<file path="src/rtl/quarter_dds_gen.sv">
// Quarter-wave DDS: phase accumulator feeding a 3-stage pipeline that unfolds one
// quarter-sine ROM into full-period quadrature sine/cosine in offset binary.
module quarter_dds_gen #(
  parameter int    DATA_W    = 11,
  parameter int    QADDR_W   = 6,
  parameter int    PHASE_W   = 16,
  parameter string INIT_FILE = "quarter.mem"
) (
  input  logic               clka,
  input  logic               rst,
  input  logic               en,
  input  logic               sync,
  input  logic [PHASE_W-1:0] ftw,
  input  logic [PHASE_W-1:0] phase_off,
  output logic [DATA_W-1:0]  sin_out,
  output logic [DATA_W-1:0]  cos_out,
  output logic               out_valid
);

  localparam int AW = QADDR_W + 2;
  localparam int N  = 2 ** QADDR_W;
  localparam logic [DATA_W-1:0] MID  = {1'b1, {(DATA_W-1){1'b0}}};
  localparam logic [DATA_W-1:0] FULL = '1;
  localparam real PI = 3.14159265358979323846;

  logic [DATA_W-1:0]  rom_mem [N];
  logic [PHASE_W-1:0] acc_reg;
  logic [PHASE_W-1:0] phase_sum;
  logic [AW-1:0]      addr [2];
  logic               v1_reg, v2_reg, v3_reg;

  initial begin
    for (int i = 0; i < N; i++) begin
      rom_mem[i] = DATA_W'($rtoi(real'(MID) + real'(MID - 1'b1) *
                   $sin(PI * real'(i + 1) / (2.0 * real'(N))) + 0.5));
    end
  end

  always_ff @(posedge clka or posedge rst) begin
    if (rst) begin
      acc_reg <= '0;
    end else if (sync) begin
      acc_reg <= '0;
    end else if (en) begin
      acc_reg <= acc_reg + ftw;
    end
  end

  assign phase_sum = acc_reg + phase_off;
  assign addr[0]   = phase_sum[PHASE_W-1 -: AW];
  assign addr[1]   = addr[0] + AW'(N);

  generate
    if (PHASE_W > AW) begin : g_low_bits
      logic unused_phase_low;
      assign unused_phase_low = ^phase_sum[PHASE_W-AW-1:0];
    end
  endgenerate

  always_ff @(posedge clka or posedge rst) begin
    if (rst) begin
      v1_reg <= 1'b0;
      v2_reg <= 1'b0;
      v3_reg <= 1'b0;
    end else begin
      v1_reg <= en & ~sync;
      v2_reg <= v1_reg;
      v3_reg <= v2_reg;
    end
  end

  // Channel 0 follows the phase directly, channel 1 runs a quarter period ahead.
  genvar gi;
  generate
    for (gi = 0; gi < 2; gi++) begin : g_chan
      logic [1:0]         quad;
      logic [QADDR_W-1:0] kofs;
      logic [QADDR_W-1:0] idx_next;
      logic               zero_next;
      logic [1:0]         q1_reg, q2_reg;
      logic [QADDR_W-1:0] idx1_reg;
      logic               z1_reg, z2_reg;
      logic [DATA_W-1:0]  rom_q_reg;
      logic [DATA_W-1:0]  out_reg;

      assign quad      = addr[gi][AW-1 -: 2];
      assign kofs      = addr[gi][QADDR_W-1:0];
      // Rising quadrants are offset by one entry, so their k=0 point is the midpoint.
      assign zero_next = ~quad[0] && (kofs == '0);
      assign idx_next  = quad[0] ? ~kofs : kofs - 1'b1;

      always_ff @(posedge clka or posedge rst) begin
        if (rst) begin
          q1_reg    <= '0;
          idx1_reg  <= '0;
          z1_reg    <= 1'b0;
          q2_reg    <= '0;
          z2_reg    <= 1'b0;
          rom_q_reg <= '0;
          out_reg   <= '0;
        end else begin
          q1_reg    <= quad;
          idx1_reg  <= idx_next;
          z1_reg    <= zero_next;
          q2_reg    <= q1_reg;
          z2_reg    <= z1_reg;
          rom_q_reg <= rom_mem[idx1_reg];
          if (z2_reg) begin
            out_reg <= MID;
          end else if (q2_reg[1]) begin
            out_reg <= FULL - rom_q_reg;
          end else begin
            out_reg <= rom_q_reg;
          end
        end
      end
    end
  endgenerate

  assign sin_out   = g_chan[0].out_reg;
  assign cos_out   = g_chan[1].out_reg;
  assign out_valid = v3_reg;

endmodule

</file>
<file path="config.mk">
export PLATFORM = sky130hd
export DESIGN_NAME = quarter_dds_gen
export DESIGN_NICKNAME = d
export VERILOG_FILES = /design/src/rtl/quarter_dds_gen.sv
export SDC_FILE = /design/constraint.sdc
export NUM_CORES = 1
export LEC_CHECK = 0
export BUFFER_PORTS_ARGS = -buffer_cell sky130_fd_sc_hd__buf_4
export CORE_UTILIZATION = 46
export DETAILED_ROUTE_END_ITERATION = 7
export PLACE_DENSITY = 0.68
export RECOVER_POWER = 100
export SLEW_MARGIN = 20
export SYNTH_ARGS = -nofsm -noshare
export SYNTH_HDL_FRONTEND = slang
export SYNTH_SLANG_ARGS = --single-unit
</file>
<file path="constraint.sdc">
create_clock -name clka -period 2.5 [get_ports clka]
set_input_delay 0.5 -clock clka [delete_from_list [all_inputs] [get_ports clka]]
set_output_delay 0.5 -clock clka [all_outputs]
set_load 0.005 [all_outputs]
</file>
# --- Yosys cells after proc, flatten, opt, wreduce, memory -nomap -nowiden ---
# Memory sizes are Yosys's and may differ from the RTL's. A register that Yosys moved wholly into a read port is not among the register bits.
# Cells that the tools add are included.
word_totals:
  ff_bits: 87
  rom_bits: 640
  input_bits: 36
  output_inout_bits: 23
  wordCells: 45
  n_memories: 1
memory_table:
  columns: ["memory", "words", "width", "read_ports", "rd_ports_with_merged_regs", "write_ports", "line_no", "text"]
  rows:
  - ["rom_mem", 64, 10, 2, 2, 0, "26", "logic [DATA_W-1:0] rom_mem [N];"]
classes:
  n_addsub: 7
  mux: 8
  bitwise_logic: 6
  n_reduce_logical: 5
op_table:
  columns: ["cell", "count"]
  rows:
  - ["2-to-1 mux 11 bit", 4]
  - ["adder 16 bit", 2]
  - ["2-to-1 mux 16 bit", 2]
  - ["subtractor 11 bit, first input constant", 2]
  - ["logical NOT 6 bit", 2]
  - ["2-to-1 mux 6 bit", 2]
  - ["inverter 6 bit", 2]
  - ["subtractor 6 x 1 -> 6 bit, second input constant", 2]
  - ["adder 8 x 7 -> 8 bit, second input constant", 1]
  - ["inverter 1 bit", 3]
  - ["logical AND 1 bit", 2]
  - ["nonzero test 2 bit", 1]
  - ["bitwise AND 1 bit", 1]

# --- Depth between registers and ports, before layout ---
# Gate-level depths: netlist of the first run.
depth:
  depth_word: 4
  ltp_mapped: 10
  mapped_depth_nobuf: 9

# --- Least setup slack after synthesis of the first run ---
# No wires, ideal clock.
synth_timing:
  kind: "input -> register"
  start: "in ftw[0]"
  end: "reg acc_reg[14]"
  setup_time_ns: 0.131
  arrival_ns: 2.359
  required_ns: 2.369
  path_slack_ns: 0.010
  cell_stages: 9
  path_buffers: 0
  cell_sequence: "ha_1 fa_1 a21o_1 a21oi_1 o21bai_1 a31o_2 o211ai_1 a21oi_1 or3_1"
synth_between:
  elab_chain_len: 3
synth_lines:
  columns: ["element", "line_no", "text"]
  rows:
  - ["from (decl)", "13", "input logic [PHASE_W-1:0] ftw,"]
  - ["adder 16 bit", "45", "acc_reg <= acc_reg + ftw;"]
  - ["2-to-1 mux 16 bit", "44", "end else if (en) begin"]
  - ["2-to-1 mux 16 bit", "42", "end else if (sync) begin"]
  - ["to (signal assigned)", "45", null]
  - ["to (decl)", "27", "logic [PHASE_W-1:0] acc_reg;"]
# No other way between the ends. The select of a mux whose other input is x is not followed.
# A chain may end at the register's enable or synchronous reset.

# --- Final worst setup path of the first run ---
layout_timing:
  start: "reg acc_reg[4]"
  end: "reg g_chan[0].idx1_reg[5]"
layout_between:
  elab_chain_len: 3
  word_cells_on_any_way: 4
  cone_classes: "add/sub (2); mux (1); bitwise (1)"
layout_lines:
  columns: ["element", "line_no", "text"]
  rows:
  - ["adder 16 bit (*)", "49", "assign phase_sum = acc_reg + phase_off;"]
  - ["subtractor 6 x 1 -> 6 bit / inverter 6 bit (equally long branches)", "90", "assign idx_next = quad[0] ? ~kofs : kofs - 1'b1;"]
  - ["2-to-1 mux 6 bit (*)", "90", null]
  - ["via g_chan[0].idx_next[5]", "78", "logic [QADDR_W-1:0] idx_next;"]
  - ["to (signal assigned)", "103", "idx1_reg <= idx_next;"]
  - ["to (decl)", "81", "logic [QADDR_W-1:0] idx1_reg;"]
# The timed path passes the listed nets; every way through them passes the cells marked *.

==> results of run 1 <==
==> layout make-up <==
type | count | area share
clock inverter | 6 | 0.00985
inverter | 28 | 0.0144
tap | 172 | 0.0292
clock buffer | 10 | 0.0324
sequential | 81 | 0.275
multi-input combinational | 540 | 0.522
timing repair buffer | 118 | 0.117
==> final timing paths <==
kind,startpoint,to,depth (start not counted)
worst max-delay path,acc_reg[4],g_chan[0].idx1_reg[5],10
worst min-delay path,rst,out_valid,2
worst max register to register,acc_reg[4],g_chan[0].idx1_reg[5],10
worst min register to register,v2_reg,out_valid,0
max in group asynchronous,rst,cos_out[4],3
min in group clka,v2_reg,out_valid,0
==> layout by cell type (no fill, tap or decap), types with 10 or more instances in the layout <==
| cell | count |
|---|---|
| a211oi_1 | 13 |
| clkbuf_4 | 18 |
| nand2_1 | 56 |
| nand2b_1 | 10 |
| dfrtp_1 | 81 |
| mux2i_1 | 16 |
| o21ai_0 | 44 |
| inv_1 | 26 |
| nor3_1 | 11 |
| o211ai_1 | 16 |
| nand3_1 | 10 |
| xnor2_1 | 34 |
| xor2_1 | 13 |
| a21oi_1 | 66 |
| nor2_1 | 82 |
| ha_1 | 46 |
| buf_4 | 91 |
==> layer usage <==
| metal | GRT usage | vias up | part of all wire | wire, um |
|---|---|---|---|---|
| met5 | 0 | - | 0 | 0 |
| met4 | 0.0650 | 0 | 0.018 | 242 |
| met3 | 0.0554 | 21 | 0.050 | 680 |
| met2 | 0.374 | 141 | 0.50 | 6850 |
| met1 | 0.257 | 2469 | 0.43 | 5800 |
| li1 | - | 2643 | - | - |
==> repair_timing <==
item                                    in CTS  in global routing
endpoints found under the setup margin       3                 13
pin swaps                                    1                 19
setup buffers                                0                  5
gates resized for setup                      2                 23
==> power by group through the flow <==
stage	combinational, mW	sequential [mW]	clock (mW)
3_3_place_gp	4.90	2.28	0
5_1_grt	5.80	2.37	1.44
6_report	5.14	2.27	1.36
3_5_place_dp	4.99	2.30	0
2_1_floorplan	3.70	2.14	0
4_1_cts	5.02	2.28	1.39
==> cell families (layout without fill, tap and decap cells) <==
| kind of cell | count (synthesis) | after routing | synth area share |
|---|---|---|---|
| AO/OA/AOI/OAI | 213 | 213 | 0.235 |
| XOR/XNOR | 48 | 48 | 0.0715 |
| adder cells (fa/ha/maj) | 53 | 53 | 0.112 |
| buffers and inverters | 69 | 162 | 0.0458 |
| flip-flops | 81 | 81 | 0.339 |
| multiplexers | 19 | 19 | 0.0381 |
| other | 1 | 1 | 0.000627 |
| AND/OR/NAND/NOR | 206 | 206 | 0.158 |
==> stage by stage <==
step	TNS, ns	total power [mW]	worst slack, ns	utilization	hold WS [ns]
after floorplan	0	5.85	0.00975	-	0.331
after global placement	-1.88	7.18	-0.202	0.544	0.335
after detailed placement	-2.67	7.29	-0.246	0.544	0.337
after CTS	0	8.69	0.00812	0.569	0.180
after global routing	-0.497	9.61	-0.0938	0.581	0.333
final	0	8.78	0.00373	0.581	0.282
==> critical path, cell delays in order, from the launching register on <==
cell and delay [ns]:
dfrtp_1 0.43, ha_4 0.25, a21oi_2 0.14, o211ai_2 0.12, o31a_1 0.36, buf_4 0.16, o21a_4 0.23, o311ai_4 0.27
buf_6 0.18, o32ai_4 0.08, xnor2_1 0.16
==> metrics.md, run 1 <==
| Metric | Value |
|---|---|
| Peak supply drop | `0.457 mV` |
| Combinational Power Share | `0.586` |
| Switch Pwr | `3.80 mW` |
| Root Buffer | `clkbuf_16` |
| Fmax | `401 MHz` |
| Data required, critical path | `2.73 ns` |
| Most frequent cell after synthesis | `nor2_1` |
| Yosys reg bits | `between 80 and 90` |
| EDFF count, synth | `0` |
| Post-DP HPWL | `9760 um` |
| Initial Utilization | `0.472` |
| Largest net degree at the start of global routing | `63` |
| Arr. time, crit path | `about 2.7 ns` |
| Flop2flop setup slack | `0.004 ns` |
| Wire length per cell | `14.2 um` |
| Total GRT Usage | `0.214` |
| Seq/Total Area, Yosys | `0.339` |
| Via/cell ratio | `5.52` |
| # hold bufs at CTS | `0` |
| Yosys top cell area share | `0.339` |
| Pre-antenna DRT Iters | `5` |
| Shortest period the worst path allows | `2.50 ns` |
| Filler instances | `1098` |
| Largest cells by area after synthesis | `dfrtp_1 34%, ha_1 11%, a21oi_1 5.7%` |
| CTS tree | `done` |
| Sequential share of power | `0.259` |
| Register area | `0.00203 mm2` |
| Placed inst area | `between 0.006 and 0.007 mm2` |
| Switching Share | `0.433` |
| Area grow syn2layout | `23.1%` |
| Die Y | `116 um` |
| YS warnings | `0` |
| Final RePlAce weighted congestion | `between 0.8 and 0.9` |
| CTS Buf Count | `9` |
| TritonCTS Sinks | `81` |
| Inst Count DP | `934` |
| Initial antenna violation count | `0` |
| Final #Nets | `867` |
| RSZ-0062 raised after global routing | `yes` |
| IO Pins | `59` |
| Final Skew | `0.00828 ns` |
| Worst slew margin | `0.139` |
| Slew Viols, Final | `0` |
| Layout Cells excl Fill | `955` |
| Synth Cell Area | `0.00598 mm2` |
| Tightest Pin Transition | `roughly 1.3 ns` |
| Worst hold path class | `input pin to asynchronous set/reset pin` |
| Post-route clock period utilization | `0.999` |
| Worst skew pair latency | `0.35 ns` |
| Most common library cells after synthesis | `82 x nor2_1, 81 x dfrtp_1, 68 x a21oi_1, 56 x nand2_1, 52 x ha_1` |
| Max-Cap Viols | `0` |
| Clk buf depth | `2` |
| Area occupied by multi-input gates | `0.00384 mm2` |
| # rows | `41` |
| Number of vias in the routed layout | `5274` |
| Primary FF master, synth | `dfrtp_1` |
| ANT nets after route | `0` |
| Async set-reset flop share out of synthesis | `1.00` |
| Post-synth top area cell | `dfrtp_1` |
| Nature of the critical path endpoint | `register` |
| Share of cells above drive strength 1 | `0.207` |
| Final hold vios | `0` |
| H-tree Lvls | `3` |
| Die Width | `116 um` |
| Die ar. | `about 0.013 mm2` |
| Max Fanout on Critical Path | `5` |
| Post-Route WL | `approximately 14000 um` |
| Number of diodes | `0` |
| Initial detailed-routing violation count | `241` |
| Internal Power | `4.98 mW` |
| Netlist cell types | `72` |
| Vias in the first global route | `4966` |
| GRT overflow | `0` |
| Core footprint | `about 0.013 mm2` |
| # setup viols final | `0` |
| First-pass GRT wire length | `between 20000 and 25000 um` |
| Clk pwr share | `0.155` |
| Reg clk slew, reported paths | `0.07 ns` |
| Setup CP Type | `register to register` |
| CP Launch Type | `register` |
| Max reg flops | `21` |
| P per Cell Area | `1190 mW/mm2` |
| Final Instance Area | `approximately 0.0074 mm2` |
| Post-route DRC | `0` |
| Port Buffers | `58` |
| Gate Count Post-Synth | `690` |
| Post-synthesis net count | `779` |
| LEAKAGE | `3.33 nW` |
| Synthesized area per cell | `8.67 um2` |
| Outcome | `completed` |
No activity file was read; power rests on OpenSTA's default activity.
==> inputs of run 2 (changes only) <==
- CORE_ASPECT_RATIO: default -> 1.25
- CORE_UTILIZATION: 46 -> 55
- PLACE_DENSITY: 0.68 -> 0.79
==> run 2 against run 1 <==
Against the previous run:
- critical path depth is the same
- sequential power rose by 5%
- wire length fell by 0.65%
- worst hold slack improved by 0.065 ns
- register-to-register slack improved by 0.02 ns
- sequential share of layout area decreased by 0.14 points
- clock power is 4% higher
- non-clock buffer count rose by 4
- largest cell class unchanged
- highest routed layer unchanged
==> metrics.md, run 2 (synthesized netlist as in run 1, its figures left out) <==
| Metric | Value |
|---|---|
| Outcome | `completed` |
| Final Skew | `0.00369 ns` |
| FF-to-FF Start | `acc_reg[1]` |
| # rows | `42` |
| CTS tree | `done` |
| Die Width | `between 90 and 100 um` |
| Die ar. | `0.0113 mm2` |
| Wire length per cell | `14.7 um` |
| Final Instance Area | `0.00740 mm2` |
| Clk buf depth | `2` |
| Share of cells above drive strength 1 | `0.210` |
| Root Buffer | `clkbuf_16` |
| Slew Viols, Final | `0` |
| Post-route clock period utilization | `0.991` |
| Final hold vios | `0` |
| Post-route DRC | `0` |
| Port Buffers | `58` |
| Max reg flops | `21` |
| Tightest Pin Transition | `1.23 ns` |
| IO Pins | `59` |
| TritonCTS Sinks | `~80` |
| P per Cell Area | `1200 mW/mm2` |
| Vias in the first global route | `5169` |
| Number of vias in the routed layout | `5347` |
| Pre-antenna DRT Iters | `4` |
| Initial antenna violation count | `0` |
| Core footprint | `0.0106 mm2` |
| Shortest period the worst path allows | `2.48 ns` |
| Initial detailed-routing violation count | `334` |
| Worst hold path class | `input pin to asynchronous set/reset pin` |
| Max Fanout on Critical Path | `7` |
| Area grow syn2layout | `23.8%` |
| GRT overflow | `0` |
| # hold bufs at CTS | `0` |
| CP Launch Type | `register` |
| Final RePlAce weighted congestion | `0.933` |
| Nature of the critical path endpoint | `register` |
| Most common cell after layout, fill and taps aside | `buf_4` |
| Layout Cells excl Fill | `919` |
| Post-DP HPWL | `9910 um` |
| Setup CP Type | `register to register` |
| Die Y | `119 um` |
| ANT nets after route | `0` |
| Post-Route WL | `13500 um` |
| CTS Buf Count | `9` |
| Placed inst area | `0.00687 mm2` |
| Initial Utilization | `0.566` |
| # setup viols final | `0` |
| Final #Nets | `871` |
| Arr. time, crit path | `2.74 ns` |
| Worst slew margin | `0.181` |
| RSZ-0062 raised after global routing | `yes` |
| CP startpoint | `acc_reg[1]` |
| Peak supply drop | `0.511 mV` |
| H-tree Lvls | `3` |
| LEAKAGE | `3.35 nW` |
| Most frequent cells in the layout | `90 x buf_4, 82 x nor2_1, 81 x dfrtp_1, 66 x a21oi_1, 56 x nand2_1` |
| Number of diodes | `0` |
| Largest net degree at the start of global routing | `49` |
| Worst skew pair latency | `between 0.3 and 0.4 ns` |
| Inst Count DP | `roughly 900` |
| Filler instances | `817` |
| First-pass GRT wire length | `around 23000 um` |
| Reg clk slew, reported paths | `0.06 ns` |
| Via/cell ratio | `5.82` |
| Fmax | `404 MHz` |
| Min Hold Slack | `0.348 ns` |
| Total GRT Usage | `0.249` |
| Data required, critical path | `2.76 ns` |
| Max-Cap Viols | `0` |
==> run 2: changes by cell type in the layout (fill, tap and decap cells not counted), sizes merged <==
| cell | previous run | this run |
|---|---|---|
| bufinv | 1 | 2 |
| clkbuf | 35 | 39 |
| clkinvlp | 1 | 2 |
| inv | 29 | 27 |
==> run 2: routing by layer <==
layer | share of wire | wire, um | global-route usage
met4 | 0.033 | 449 | 0.129
met3 | 0.039 | 531 | 0.0347
met1 | 0.40 | 5370 | 0.286
met2 | 0.53 | 7130 | 0.438
met5 | 0 | 0 | 0
==> run 2: area by class of cell <==
type | count | area, um2 | share of cell area
Inverter | 28 | 106 | 0.0144
Tap cell | 132 | 165 | 0.0223
Clock inverter | 6 | 90.1 | 0.0122
Clock buffer | 10 | 239 | 0.0323
Timing Repair Buffer | 122 | 896 | 0.121
Multi-Input combinational cell | 540 | 3880 | 0.524
Sequential cell | 81 | 2030 | 0.274
==> run 2: per-stage QoR <==
step                      TNS, ns   util  setup slack (ns)  total power, mW
after global placement      -1.81  0.651            -0.206             7.18
after floorplan                 0      -           0.00975             5.85
final                           0  0.701            0.0232             8.86
after detailed placement    -2.76  0.651            -0.300             7.32
after CTS                       0  0.682            0.0138             8.77
after global routing       -0.427  0.701           -0.0948             9.65
==> run 2: what timing repair did <==
item | 4_1_cts | 5_1_grt
pin swaps | 0 | 10
setup buffers | 0 | 7
cloned | 0 | 0
resized for setup | 2 | 29
endpoints found under the setup margin | 4 | 15
==> run 2: final timing paths <==
check                                        endpoint  slack (ns)  cells past startpoint
worst max-delay path                 g_chan[0].z1_reg        0.02                     10
worst min-delay path            g_chan[1].idx1_reg[0]        0.35                      2
worst max register to register       g_chan[0].z1_reg        0.02                     10
worst min register to register              out_valid        0.35                      0
max in group asynchronous                  sin_out[8]        0.62                      3
min in group clka                           out_valid        0.35                      0
==> run 2: critical path: stages, from the launching register on <==
cell     delay, ns
dfrtp_1       0.39
ha_1          0.29
nand4_1       0.18
a21oi_2       0.11
o31a_1        0.26
buf_6         0.14
buf_6         0.12
a31oi_1       0.30
o21ai_4       0.17
nor4b_4       0.28
nor2b_1       0.17
==> run 2: where the power goes <==
| group | internal (mW) | leakage (nW) | switching, mW |
|---|---|---|---|
| clock network | 0.904 | 0.159 | 0.507 |
| logic | 2.33 | 2.22 | 2.74 |
| registers | 1.85 | 0.974 | 0.528 |
| total | 5.08 | 3.35 | 3.77 |
==> inputs of run 3 (changes only) <==
- GPL_TIMING_DRIVEN: default -> 0
==> run 3 against run 2 <==
Against the previous run:
- the flow now finishes with violations (negative setup slack)
- critical endpoint is now g_chan[0].idx1_reg[5]
- first-iteration DRC count is 0.60% lower
- worst hold slack hardly changed
- final area is 3.6% lower
- utilization is 2.5 points lower
==> metrics.md, run 3 (synthesized netlist as in run 1, its figures left out) <==
| Metric | Value |
|---|---|
| ANT nets after route | `0` |
| Peak supply drop | `0.426 mV` |
| FF-to-FF Start | `acc_reg[2]` |
| Area grow syn2layout | `19.3%` |
| IO Pins | `59` |
| Shortest period the worst path allows | `2.54 ns` |
| Number of diodes | `0` |
| Number of vias in the routed layout | `5500` |
| Most frequent cells in the layout | `82 x nor2_1, 77 x dfrtp_1, 66 x a21oi_1, 56 x nand2_1, 46 x buf_4` |
| Nature of the critical path endpoint | `register` |
| Largest net degree at the start of global routing | `31` |
| HP Start | `v1_reg` |
| Post-layout worst setup margin | `-0.0424 ns` |
| First-pass GRT wire length | `25100 um` |
| Data required, critical path | `approximately 2.7 ns` |
| Slew Viols, Final | `0` |
| Worst skew pair latency | `0.34 ns` |
| CTS tree | `done` |
| Register area | `about 0.002 mm2` |
| Core footprint | `~0.011 mm2` |
| CTS Buf Count | `9` |
| LEAKAGE | `about 3.1 nW` |
| Post-route DRC | `0` |
| Die Width | `95.3 um` |
| Final Instance Area | `0.00714 mm2` |
| Slowest CP cell | `dfrtp_2` |
| Initial antenna violation count | `0` |
| Worst Reg-to-Reg Cells | `10` |
| Outcome | `complete, but fails checks` |
| Area occupied by multi-input gates | `0.00385 mm2` |
| Post-route clock period utilization | `1.02` |
| Root Buffer | `clkbuf_16` |
| Pre-antenna DRT Iters | `5` |
| Max-Cap Viols | `0` |
| Clk buf depth | `2` |
| Initial Utilization | `0.566` |
| Wire length per cell | `approximately 17 um` |
| P per Cell Area | `1230 mW/mm2` |
| Max reg flops | `21` |
| Worst slew margin | `0.130` |
| Die ar. | `0.0113 mm2` |
| R2r endpoint | `g_chan[0].idx1_reg[5]` |
| Failing checks | `negative setup slack` |
| Most common cell after layout, fill and taps aside | `nor2_1` |
| Setup WS pre-CTS | `-0.424 ns` |
| # setup viols final | `3` |
| Initial detailed-routing violation count | `332` |
| Most used cell, CP | `buf_6` |
| Setup CP Type | `register to register` |
| Filler instances | `827` |
| Final TNS setup | `-0.0943 ns` |
| Post-DP HPWL | `11300 um` |
| Port Buffers | `58` |
| Arr. time, crit path | `about 2.8 ns` |
| Tightest Pin Transition | `about 1.3 ns` |
| Fmax | `393 MHz` |
| Critical path, cell by cell | `ha_4, nand4_1, a21oi_2, o31a_1, buf_6, o21a_4, o311ai_4, buf_6, o32ai_2, xnor2_1` |
| Flop2flop setup slack | `-0.04 ns` |
| Max stage delay on crit path | `0.43 ns` |
| Worst hold path class | `register to register` |
| Worst min-delay path endpoint | `v2_reg` |
| Final RePlAce weighted congestion | `0.930` |
| Min Hold Slack | `0.348 ns` |
| GRT overflow | `0` |
| Total GRT Usage | `0.285` |
| Die Y | `119 um` |
| TritonCTS Sinks | `81` |
| Max Fanout on Critical Path | `9` |
| Final core utilization | `0.676` |
| Via/cell ratio | `6.04` |
| Reg clk slew, reported paths | `0.06 ns` |
| # rows | `42` |
| Post-Route WL | `15500 um` |
| RSZ-0062 raised after global routing | `yes` |
| Placed inst area | `between 0.006 and 0.007 mm2` |
| # hold bufs at CTS | `0` |
| Final Skew | `0.00810 ns` |
| H-tree Lvls | `3` |
| Final hold vios | `0` |
| Vias in the first global route | `5365` |
| WHS Path Cells | `0` |
| Share of cells above drive strength 1 | `0.167` |
| CP Launch Type | `register` |
| Final #Nets | `around 860` |
## run 3: layer usage
metal  GRT usage  share of wire  up-vias
met5           0              0        -
met4       0.132          0.030        0
met3      0.0335          0.051       42
met2       0.506           0.53      241
met1       0.332           0.39     2586
li1            -              -     2631
## run 3: final cells by class
class / instances / area share
Buffer: 39 / 0.0233
Sequential cell: 81 / 0.285
Tap cell: 132 / 0.0231
Clock buffer: 10 / 0.0335
Timing Repair Buffer: 76 / 0.0750
Multi-Input combinational cell: 540 / 0.539
Inverter: 28 / 0.0165
Clock inverter: 5 / 0.00456
## run 3: how the worst max path moves through the flow
stage	start	to	slack (ns)	cells past startpoint
finish	acc_reg[2]	g_chan[0].idx1_reg[5]	-0.04	10
global route	acc_reg[2]	g_chan[0].idx1_reg[5]	-0.1	10
CTS	acc_reg[5]	g_chan[1].idx1_reg[4]	0.001	10
detailed placement	g_chan[1].idx1_reg[1]	g_chan[1].rom_q_reg[2]	-0.42	8
global placement	g_chan[1].idx1_reg[1]	g_chan[1].rom_q_reg[2]	-0.42	8
floorplan	ftw[0]	acc_reg[14]	0.01	9
## run 3: report_power, final
group,internal [mW],switching [mW]
clock,0.691,0.499
combinational,2.20,3.16
sequential,1.86,0.355
total,4.75,4.02
## run 3: metrics by stage
stage	instances	power (mW)
floorplan	690	5.85
global placement	880	7.23
detailed placement	882	7.28
CTS	904	8.66
global route	911	9.49
finish	911	8.77
## run 3: critical path: cells and delay by family (launching register included)
kind	cells	cell delay, ns
simple gates	1	0.18
fa+ha+maj	1	0.30
compound gates	5	1.03
flops	1	0.43
buf+inv	2	0.32
xor+xnor	1	0.19
## run 3: what timing repair did
| item | CTS | global route |
|---|---|---|
| cloned | 1 | 0 |
| hold endpoints to repair | 0 | 0 |
| pin swaps | 9 | 13 |
| resized for setup | 24 | 17 |
| setup endpoints to repair | 19 | 20 |
| buffers inserted | 7 | 8 |
